[config.mk]
export PLATFORM = sky130hd
export DESIGN_NAME = lock_keypad
export DESIGN_NICKNAME = d
export VERILOG_FILES = /design/src/rtl/dut_pkg.sv /design/src/rtl/lock_keypad_timer.sv /design/src/rtl/lock_keypad.sv
export SDC_FILE = /design/constraint.sdc
export NUM_CORES = 1
export LEC_CHECK = 0
export BUFFER_PORTS_ARGS = -buffer_cell sky130_fd_sc_hd__buf_2
export CAP_MARGIN = 40
export CORE_MARGIN = 4
export CORE_UTILIZATION = 38
export CTS_CLUSTER_DIAMETER = 120
export DETAILED_ROUTE_END_ITERATION = 8
export PLACE_DENSITY = 0.68
export SYNTH_ARGS = -nofsm -noshare
export SYNTH_HDL_FRONTEND = slang
export SYNTH_SLANG_ARGS = --single-unit
[constraint.sdc]
create_clock -name clk -period 1.8 [get_ports clk]
set_input_delay 0.18 -clock clk [delete_from_list [all_inputs] [get_ports clk]]
set_output_delay 0.18 -clock clk [all_outputs]
set_load 0.01 [all_outputs]
[src/rtl/dut_pkg.sv]
`default_nettype none
// ============================================================================
// Module   : dut_pkg
// Purpose  : Shared types and constants for the lock keypad front-end.
// Revision : 1.0  initial release
// ============================================================================
package dut_pkg;

  localparam int DIGIT_W = 4;

  typedef enum logic [1:0] {
    KP_IDLE     = 2'd0,
    KP_ENTRY    = 2'd1,
    KP_UNLOCKED = 2'd2,
    KP_LOCKOUT  = 2'd3
  } keypad_state;

  function automatic int max_int(input int a, input int b);
    return (a > b) ? a : b;
  endfunction

endpackage
`default_nettype wire

[src/rtl/lock_keypad_timer.sv]
`default_nettype none
// ============================================================================
// Module   : lock_timer
// Purpose  : Loadable down-counter that holds at zero; shared by relock and lockout.
// Revision : 1.0  initial release
// ============================================================================
module lock_timer #(
  parameter int W = 4
) (
  input  logic         clk,
  input  logic         rst,
  input  logic         load,
  input  logic [W-1:0] load_val,
  output logic         zero
);

  logic [W-1:0] cnt_q, cnt_d;

  always_comb begin
    cnt_d = cnt_q;
    if (load) begin
      cnt_d = load_val;
    end else if (cnt_q != '0) begin
      cnt_d = cnt_q - W'(1);
    end
  end

  always_ff @(posedge clk) begin
    if (rst) begin
      cnt_q <= '0;
    end else begin
      cnt_q <= cnt_d;
    end
  end

  assign zero = (cnt_q == '0);

endmodule
`default_nettype wire

[src/rtl/lock_keypad.sv]
`default_nettype none
// ============================================================================
// Module   : lock_keypad
// Purpose  : Keypad code entry with open/close command pulses, auto-relock and lockout.
// Revision : 1.0  initial release
// ============================================================================
module lock_keypad
  import dut_pkg::*;
#(
  parameter int          CODE_LEN       = 4,
  parameter logic [31:0] CODE           = 32'h1234,
  parameter int          MAX_FAILS      = 3,
  parameter int          LOCKOUT_CYCLES = 1000,
  parameter int          RELOCK_CYCLES  = 500
) (
  input  logic               clk,
  input  logic               rst,
  input  logic               key_valid,
  input  logic [DIGIT_W-1:0] key_digit,
  input  logic               key_enter,
  input  logic               key_clear,
  input  logic               close_req,
  output logic               open,
  output logic               close,
  output logic               err,
  output logic               lockout
);

  localparam int BW = DIGIT_W * CODE_LEN;
  localparam int CW = $clog2(CODE_LEN + 2);
  localparam int FW = max_int(1, $clog2(MAX_FAILS + 1));
  localparam int TW = max_int(1, $clog2(max_int(LOCKOUT_CYCLES, RELOCK_CYCLES)));

  keypad_state   state_q, state_d;
  logic [BW-1:0] buf_q, buf_d;
  logic [CW-1:0] cnt_q, cnt_d;
  logic          bad_q, bad_d;
  logic [FW-1:0] fails_q, fails_d;
  logic          open_q, open_d;
  logic          close_q, close_d;
  logic          err_q, err_d;

  logic          t_load;
  logic [TW-1:0] t_val;
  logic          t_zero;
  logic          pass;
  logic [FW-1:0] fail_next;

  lock_timer #(.W(TW)) u_timer (
    .clk      (clk),
    .rst      (rst),
    .load     (t_load),
    .load_val (t_val),
    .zero     (t_zero)
  );

  assign pass      = (cnt_q == CW'(CODE_LEN)) && !bad_q && (buf_q == CODE[BW-1:0]);
  assign fail_next = fails_q + FW'(1);

  always_comb begin
    state_d = state_q;
    buf_d   = buf_q;
    cnt_d   = cnt_q;
    bad_d   = bad_q;
    fails_d = fails_q;
    open_d  = 1'b0;
    close_d = 1'b0;
    err_d   = 1'b0;
    t_load  = 1'b0;
    t_val   = '0;

    case (state_q)
      KP_IDLE, KP_ENTRY: begin
        if (key_clear) begin
          buf_d   = '0;
          cnt_d   = '0;
          bad_d   = 1'b0;
          state_d = KP_IDLE;
        end else if (key_enter) begin
          buf_d = '0;
          cnt_d = '0;
          bad_d = 1'b0;
          if (pass) begin
            open_d  = 1'b1;
            fails_d = '0;
            t_load  = 1'b1;
            t_val   = TW'(RELOCK_CYCLES - 1);
            state_d = KP_UNLOCKED;
          end else begin
            err_d   = 1'b1;
            fails_d = fail_next;
            if (fail_next == FW'(MAX_FAILS)) begin
              t_load  = 1'b1;
              t_val   = TW'(LOCKOUT_CYCLES - 1);
              state_d = KP_LOCKOUT;
            end else begin
              state_d = KP_IDLE;
            end
          end
        end else if (key_valid) begin
          // Oldest digit falls off the top; the newest sits in the low nibble.
          buf_d   = (buf_q << DIGIT_W) | BW'(key_digit);
          cnt_d   = (cnt_q == CW'(CODE_LEN + 1)) ? cnt_q : cnt_q + CW'(1);
          bad_d   = bad_q | (key_digit > DIGIT_W'(9));
          state_d = KP_ENTRY;
        end
      end
      KP_UNLOCKED: begin
        if (close_req || t_zero) begin
          close_d = 1'b1;
          state_d = KP_IDLE;
        end
      end
      KP_LOCKOUT: begin
        if (t_zero) begin
          fails_d = '0;
          state_d = KP_IDLE;
        end
      end
      default: state_d = KP_IDLE;
    endcase
  end

  always_ff @(posedge clk) begin
    if (rst) begin
      state_q <= KP_IDLE;
      buf_q   <= '0;
      cnt_q   <= '0;
      bad_q   <= 1'b0;
      fails_q <= '0;
      open_q  <= 1'b0;
      close_q <= 1'b0;
      err_q   <= 1'b0;
    end else begin
      state_q <= state_d;
      buf_q   <= buf_d;
      cnt_q   <= cnt_d;
      bad_q   <= bad_d;
      fails_q <= fails_d;
      open_q  <= open_d;
      close_q <= close_d;
      err_q   <= err_d;
    end
  end

  assign open    = open_q;
  assign close   = close_q;
  assign err     = err_q;
  assign lockout = (state_q == KP_LOCKOUT);

endmodule
`default_nettype wire

* After elaboration in Yosys (flattened, before gate mapping) *
Index checks and enable logic that the tools add are counted.

word-level totals
  flip-flop bits (word level) = 37
  input port bits = 10
  output and inout bits = 4
  word-level logic and storage cells = 85

cells by class
  $add $sub $neg = 3
  order comparisons = 1
  equality and inequality tests = 13
  mux-type cells = 37
  bitwise operators = 5
  reductions and logical operators = 17

operators by type and width
  cell                                                   count
  two-way mux 10 bit                                     7
  two-way mux 16 bit                                     3
  two-way mux 2 bit                                      10
  equality test 16 x 13 -> 1 bit, second input constant  1
  bitwise OR 16 x 4 -> 16 bit                            1
  two-way mux 3 bit                                      4
  two-way mux 1 bit                                      11
  logical NOT 10 bit                                     1
  nonzero test 10 bit                                    1
  subtractor 10 x 1 -> 10 bit, second input constant     1
  equality test 2 bit, second input constant             3
  equality test 3 bit, second input constant             2
  inequality test 2 bit, second input constant           3
  case mux 2 bit (3 select lines)                        1
  AND reduction 3 bit                                    2
  greater-than comparator 4 bit, second input constant   1
  inequality test 4 bit, second input constant           1
  case mux 2 bit (2 select lines)                        1
  AND reduction 4 bit                                    1
  nonzero test 2 bit                                     2
  OR reduction 2 bit                                     2
  OR reduction 4 bit                                     1
  adder 3 x 1 -> 3 bit, second input constant            1
  inequality test 3 bit, second input constant           1
  11 further kinds                                       14

* Depth between registers and ports, before layout *
  depth after elaboration = 8
  gate-level depth with buffers = 6
  gate-level depth less buffers = 6

* Hierarchy *
Synthesis repeated with hierarchy kept, for this count alone.

unflattened totals
  cells, all modules = 191
  area total of the unflattened synthesis = 1784.2 um^2

modules (own cells, without submodules)
  module       instances  cells an instance  area each (um^2)  seq. area each (um^2)
  lock_keypad  1          118                1171.1            540.5
  lock_timer   1          73                 613.1             200.2

* Least setup slack after synthesis *
OpenSTA, ideal clock, no wires.

  path type = reg-to-reg
  start point = register u_timer.cnt_q[0]
  end point = register u_timer.cnt_q[6]
  setup time = 0.077 ns
  arrival time = 1.575 ns
  required time = 1.723 ns
  path slack = 0.148 ns
  stages on the path, launching flop included = 7
  path buffers = 0
  period minus slack after synthesis = 1.652 ns
  cells stage by stage = dfxtp_1 inv_1 ha_1 nor3b_2 and3_4 or4_4 a41oi_2

between the ends
  word-level cells in the longest chain between the ends = 3
  elaborated cells between the ends (all ways) = 5
  those cells by class = 1 x add/sub; 2 x mux; 2 x reduce/logical

ends and longest elaborated chain
  item                         RTL line                 source
  start: declaration           lock_keypad_timer.sv:17  logic [W-1:0] cnt_q, cnt_d;
  start signal: assignment     lock_keypad_timer.sv:32  cnt_q <= cnt_d;
  subtractor 10 x 1 -> 10 bit  lock_keypad_timer.sv:24  cnt_d = cnt_q - W'(1);
  two-way mux 10 bit           lock_keypad_timer.sv:23  end else if (cnt_q != '0) begin
  two-way mux 10 bit           lock_keypad_timer.sv:21  if (load) begin

Parallel ways exist; a longest one is shown, timed or not. The select of a mux whose other input is x is not followed.
A chain may end at the register's enable or synchronous reset.

* Worst setup path in the final report *
Same ends and word-level chain as after synthesis.

==> summary.txt <==
Yosys
  – Mapped cell area: ~1800 sq um
  – Primary flip-flop cell chosen by synthesis mapping: sky130_fd_sc_hd__dfxtp_1
  – Distinct cell type count after synthesis: 55
  – Number of enable flip-flop cells after synthesis: 0
  – Sequential cell area fraction in the yosys report: between 40 and 50%
  – Fraction of registers with async set or reset after synthesis: 0%
  – Synthesized instance count: 174
  – Yosys warning count: 0
  – Synthesized net count: 190
  – FF+latch count, synth: 37
  – Mean cell area of the mapped netlist: between 10 and 15 sq um

Detailed routing
  – Routed via count divided by cell count: between 5 and 6
  – Count of antenna-violating nets left after detailed routing: 0
  – Detailed route wirelength on metal3: 156 um
  – Top layer reached by signal wires: met4
  – DRC errors left: 0
  – Violation count after the first detailed-route iteration: 56
  – Wire length per cell after detailed routing: roughly 14 um
  – Total length of routed met2 wires: 1.57 mm
  – First-pass detailed-route iteration total: 4
  – Total number of vias: 1,374
  – Wire length on met1: 1.70 mm
  – Routed wire length: around 3.5 mm

GRT
  – Combined global-route utilization of all metal layers: around an eighth
  – Global-route wire length before repair: ~6 mm
  – Antenna violations before repair: 0
  – Total congestion overflow after global routing: 0
  – Vias in the first global route: 1,260
  – Largest net degree at the start of global routing: 22

Placed design
  – Final weighted congestion in routability-driven placement: 0.810
  – Post-place setup slack: between 50 and 60 ps
  – Count of input and output buffers: 13
  – Dpl cell area: 1910 sq um
  – HPWL Detailed: 2.42 mm

STA
  – Share of the clock period used by the worst path after layout: 97.9%
  – Final Worst Setup Slack: 37.2 ps
  – Transition time at the pin with the least slew margin: approximately 720 ps
  – Fmax: about 0.57 GHz
  – Max-slew violation count: 0
  – Setup violation total in the final timing report: 0
  – Max-slew headroom: between 50% and 60%
  – Count of final hold-check violations: 0
  – Worst clock skew: 4.57 ps
  – Final min period: 1760 ps

Floorplan
  – Chip height: between 70 and 80 um
  – Core area: 4470 sq um
  – Placement Rows: 24
  – Number of ports placed on the die boundary: 14
  – Starting Density: 40.4%
  – Die Area: 5920 sq um
  – Width of the die: 77.0 um

Layout
  – Net total in the final layout: 206
  – Post-route cell area: 2020 sq um
  – Share of cells above drive strength 1: 31.4%
  – Count of antenna diodes in the layout: 0
  – Area grow syn2layout: 11.8%
  – Core utilization of the finished layout: 45.2%

Clocking
  – Clock tree from TritonCTS: done
  – Root buffer cell: sky130_fd_sc_hd__clkbuf_8
  – Clock buffers created by TritonCTS: 5
  – Post-CTS setup buffer count: 0
  – Clock net sink count: 37
  – Buffer depth of the longest clock path: 2
  – H-tree lvl count: 2
  – Clock-pin transition on the worst setup and hold timing paths: ~70 ps
  – Later-pin clock latency in the skew report: 280 ps

Flow run
  – Count of maximum capacitance violations: 0

Critical path
  – Sort of element at the start of the critical path: flop
  – Worst Setup Path Type: reg2reg
  – Arrival time of the worst setup path: 1980 ps
  – Worst Setup End Kind: flop
  – Largest fanout on the critical path: 5
  – Required time of the critical path: 2010 ps

Pwr
  – Leak pwr: 0.000785 uW
  – PwrDens: about 1200 nW/um^2
  – Total power: 2470 uW
  – Peak ir drop on the vdd network: ~0.66 mV

Run status
  – Outcome: completed

Worst hold path
  – Class of the tightest hold or removal check: in2reg
==> cell usage in the layout, fill, tap and decap left out, drive strengths merged, types with 3 or more instances in the layout <==
| cell | Yosys | routed |
|---|---|---|
| nand2b | 4 | 4 |
| o221a | 15 | 15 |
| nand2 | 6 | 6 |
| buf | 5 | 17 |
| nor2 | 13 | 13 |
| o21ai | 5 | 5 |
| nand4 | 3 | 3 |
| a31oi | 7 | 7 |
| inv | 9 | 9 |
| nor4b | 3 | 3 |
| clkbuf | 2 | 5 |
| ha | 6 | 6 |
| nand3 | 6 | 6 |
| nor3b | 3 | 3 |
| a21oi | 6 | 6 |
| dfxtp | 37 | 37 |
| nor3 | 8 | 8 |
| mux2i | 3 | 3 |
==> per-layer routing <==
layer	global-route usage, %	up-vias
met2	18.7	29
met4	4.35	0
met1	16.6	636
li1	-	702
met5	0	-
met3	3.63	7
==> final cells by class <==
| type | count | area, sq um |
|---|---|---|
| timing repair buffer | 17 | 95.1 |
| sequential | 37 | 741 |
| clock buffer | 5 | 68.8 |
| clock inverter | 3 | 17.5 |
| multi-input combinational | 120 | 1000 |
| fill | 419 | 2450 |
| tap | 52 | 65.1 |
| inverter | 9 | 33.8 |
==> flip-flops by register name (all words and copies together), names as in the netlist <==
register       count
buf_q             16
u_timer.cnt_q     10
cnt_q              3
fails_q            2
state_q            2
bad_q              1
close              1
err                1
open               1
==> worst paths after layout <==
path / to / slack, ps / from / depth (start not counted)
min: buf_q[0] / 160 / key_digit[0] / 2
min reg2reg: close / 460 / state_q[0] / 1
max reg2reg: u_timer.cnt_q[6] / 40 / u_timer.cnt_q[0] / 6
max: u_timer.cnt_q[6] / 40 / u_timer.cnt_q[0] / 6
==> power by group <==
group	internal, uW	leakage, uW	total, uW	switching [uW]
clock network	267	0.0000439	563	296
registers	923	0.000302	1040	121
logic	435	0.000439	860	424
==> Yosys cell counts, types with 2 or more instances <==
| master | instances | area share [%] |
|---|---|---|
| sky130_fd_sc_hd__buf_2 | 4 | 1.1 |
| sky130_fd_sc_hd__nand2_1 | 6 | 1.2 |
| sky130_fd_sc_hd__mux2i_1 | 3 | 1.7 |
| sky130_fd_sc_hd__ha_1 | 6 | 4.2 |
| sky130_fd_sc_hd__nand4_1 | 3 | 1.0 |
| sky130_fd_sc_hd__nor2_2 | 2 | 0.69 |
| sky130_fd_sc_hd__o21ai_0 | 5 | 1.4 |
| sky130_fd_sc_hd__nor3_1 | 6 | 1.7 |
| sky130_fd_sc_hd__xnor2_1 | 2 | 0.97 |
| sky130_fd_sc_hd__inv_1 | 9 | 1.9 |
| sky130_fd_sc_hd__xor2_1 | 2 | 0.97 |
| sky130_fd_sc_hd__nor3b_2 | 2 | 1.4 |
| sky130_fd_sc_hd__nand2b_1 | 3 | 1.0 |
| sky130_fd_sc_hd__a31oi_1 | 6 | 2.1 |
| sky130_fd_sc_hd__dfxtp_1 | 37 | 41 |
| sky130_fd_sc_hd__a21oi_1 | 6 | 1.7 |
| sky130_fd_sc_hd__nand3b_1 | 2 | 0.83 |
| sky130_fd_sc_hd__nor4_1 | 2 | 0.69 |
| sky130_fd_sc_hd__o41ai_1 | 2 | 0.97 |
| sky130_fd_sc_hd__nand3_1 | 4 | 1.1 |
| sky130_fd_sc_hd__o2111ai_1 | 2 | 0.97 |
| sky130_fd_sc_hd__o221a_2 | 15 | 9.3 |
| sky130_fd_sc_hd__nor4b_2 | 2 | 1.7 |
| sky130_fd_sc_hd__nor2_1 | 11 | 2.3 |
| sky130_fd_sc_hd__or3_1 | 2 | 0.69 |
==> per-stage QoR <==
stage / std cells / hold WS [ps] / TNS, ps
after global routing: 243 / 161 / -45.9
final: 243 / 162 / 0
after floorplan: 174 / 360 / 0
after detailed placement: 235 / 454 / 0
after global placement: 235 / 448 / 0
after CTS: 243 / 156 / 0
==> cells by family after synthesis <==
kind of cell	Yosys count	synth area share, %
simple gates	62	24.4
compound gates	43	20.4
flops	37	41.0
buf+inv	17	5.26
fa+ha+maj	6	4.16
mux	5	2.91
xor+xnor	4	1.94
==> worst max-delay path: stages (launching register included) <==
cell	delay (ps)
sky130_fd_sc_hd__dfxtp_1	340
sky130_fd_sc_hd__inv_1	90
sky130_fd_sc_hd__ha_1	220
sky130_fd_sc_hd__nor3b_4	180
sky130_fd_sc_hd__and3_4	220
sky130_fd_sc_hd__or4_4	470
sky130_fd_sc_hd__a41oi_2	170
==> timing repair <==
item,in CTS,in global routing
hold buffers,0,0
gates resized for setup,0,4
setup endpoints to repair,0,5
No activity file was read; power rests on OpenSTA's default activity.
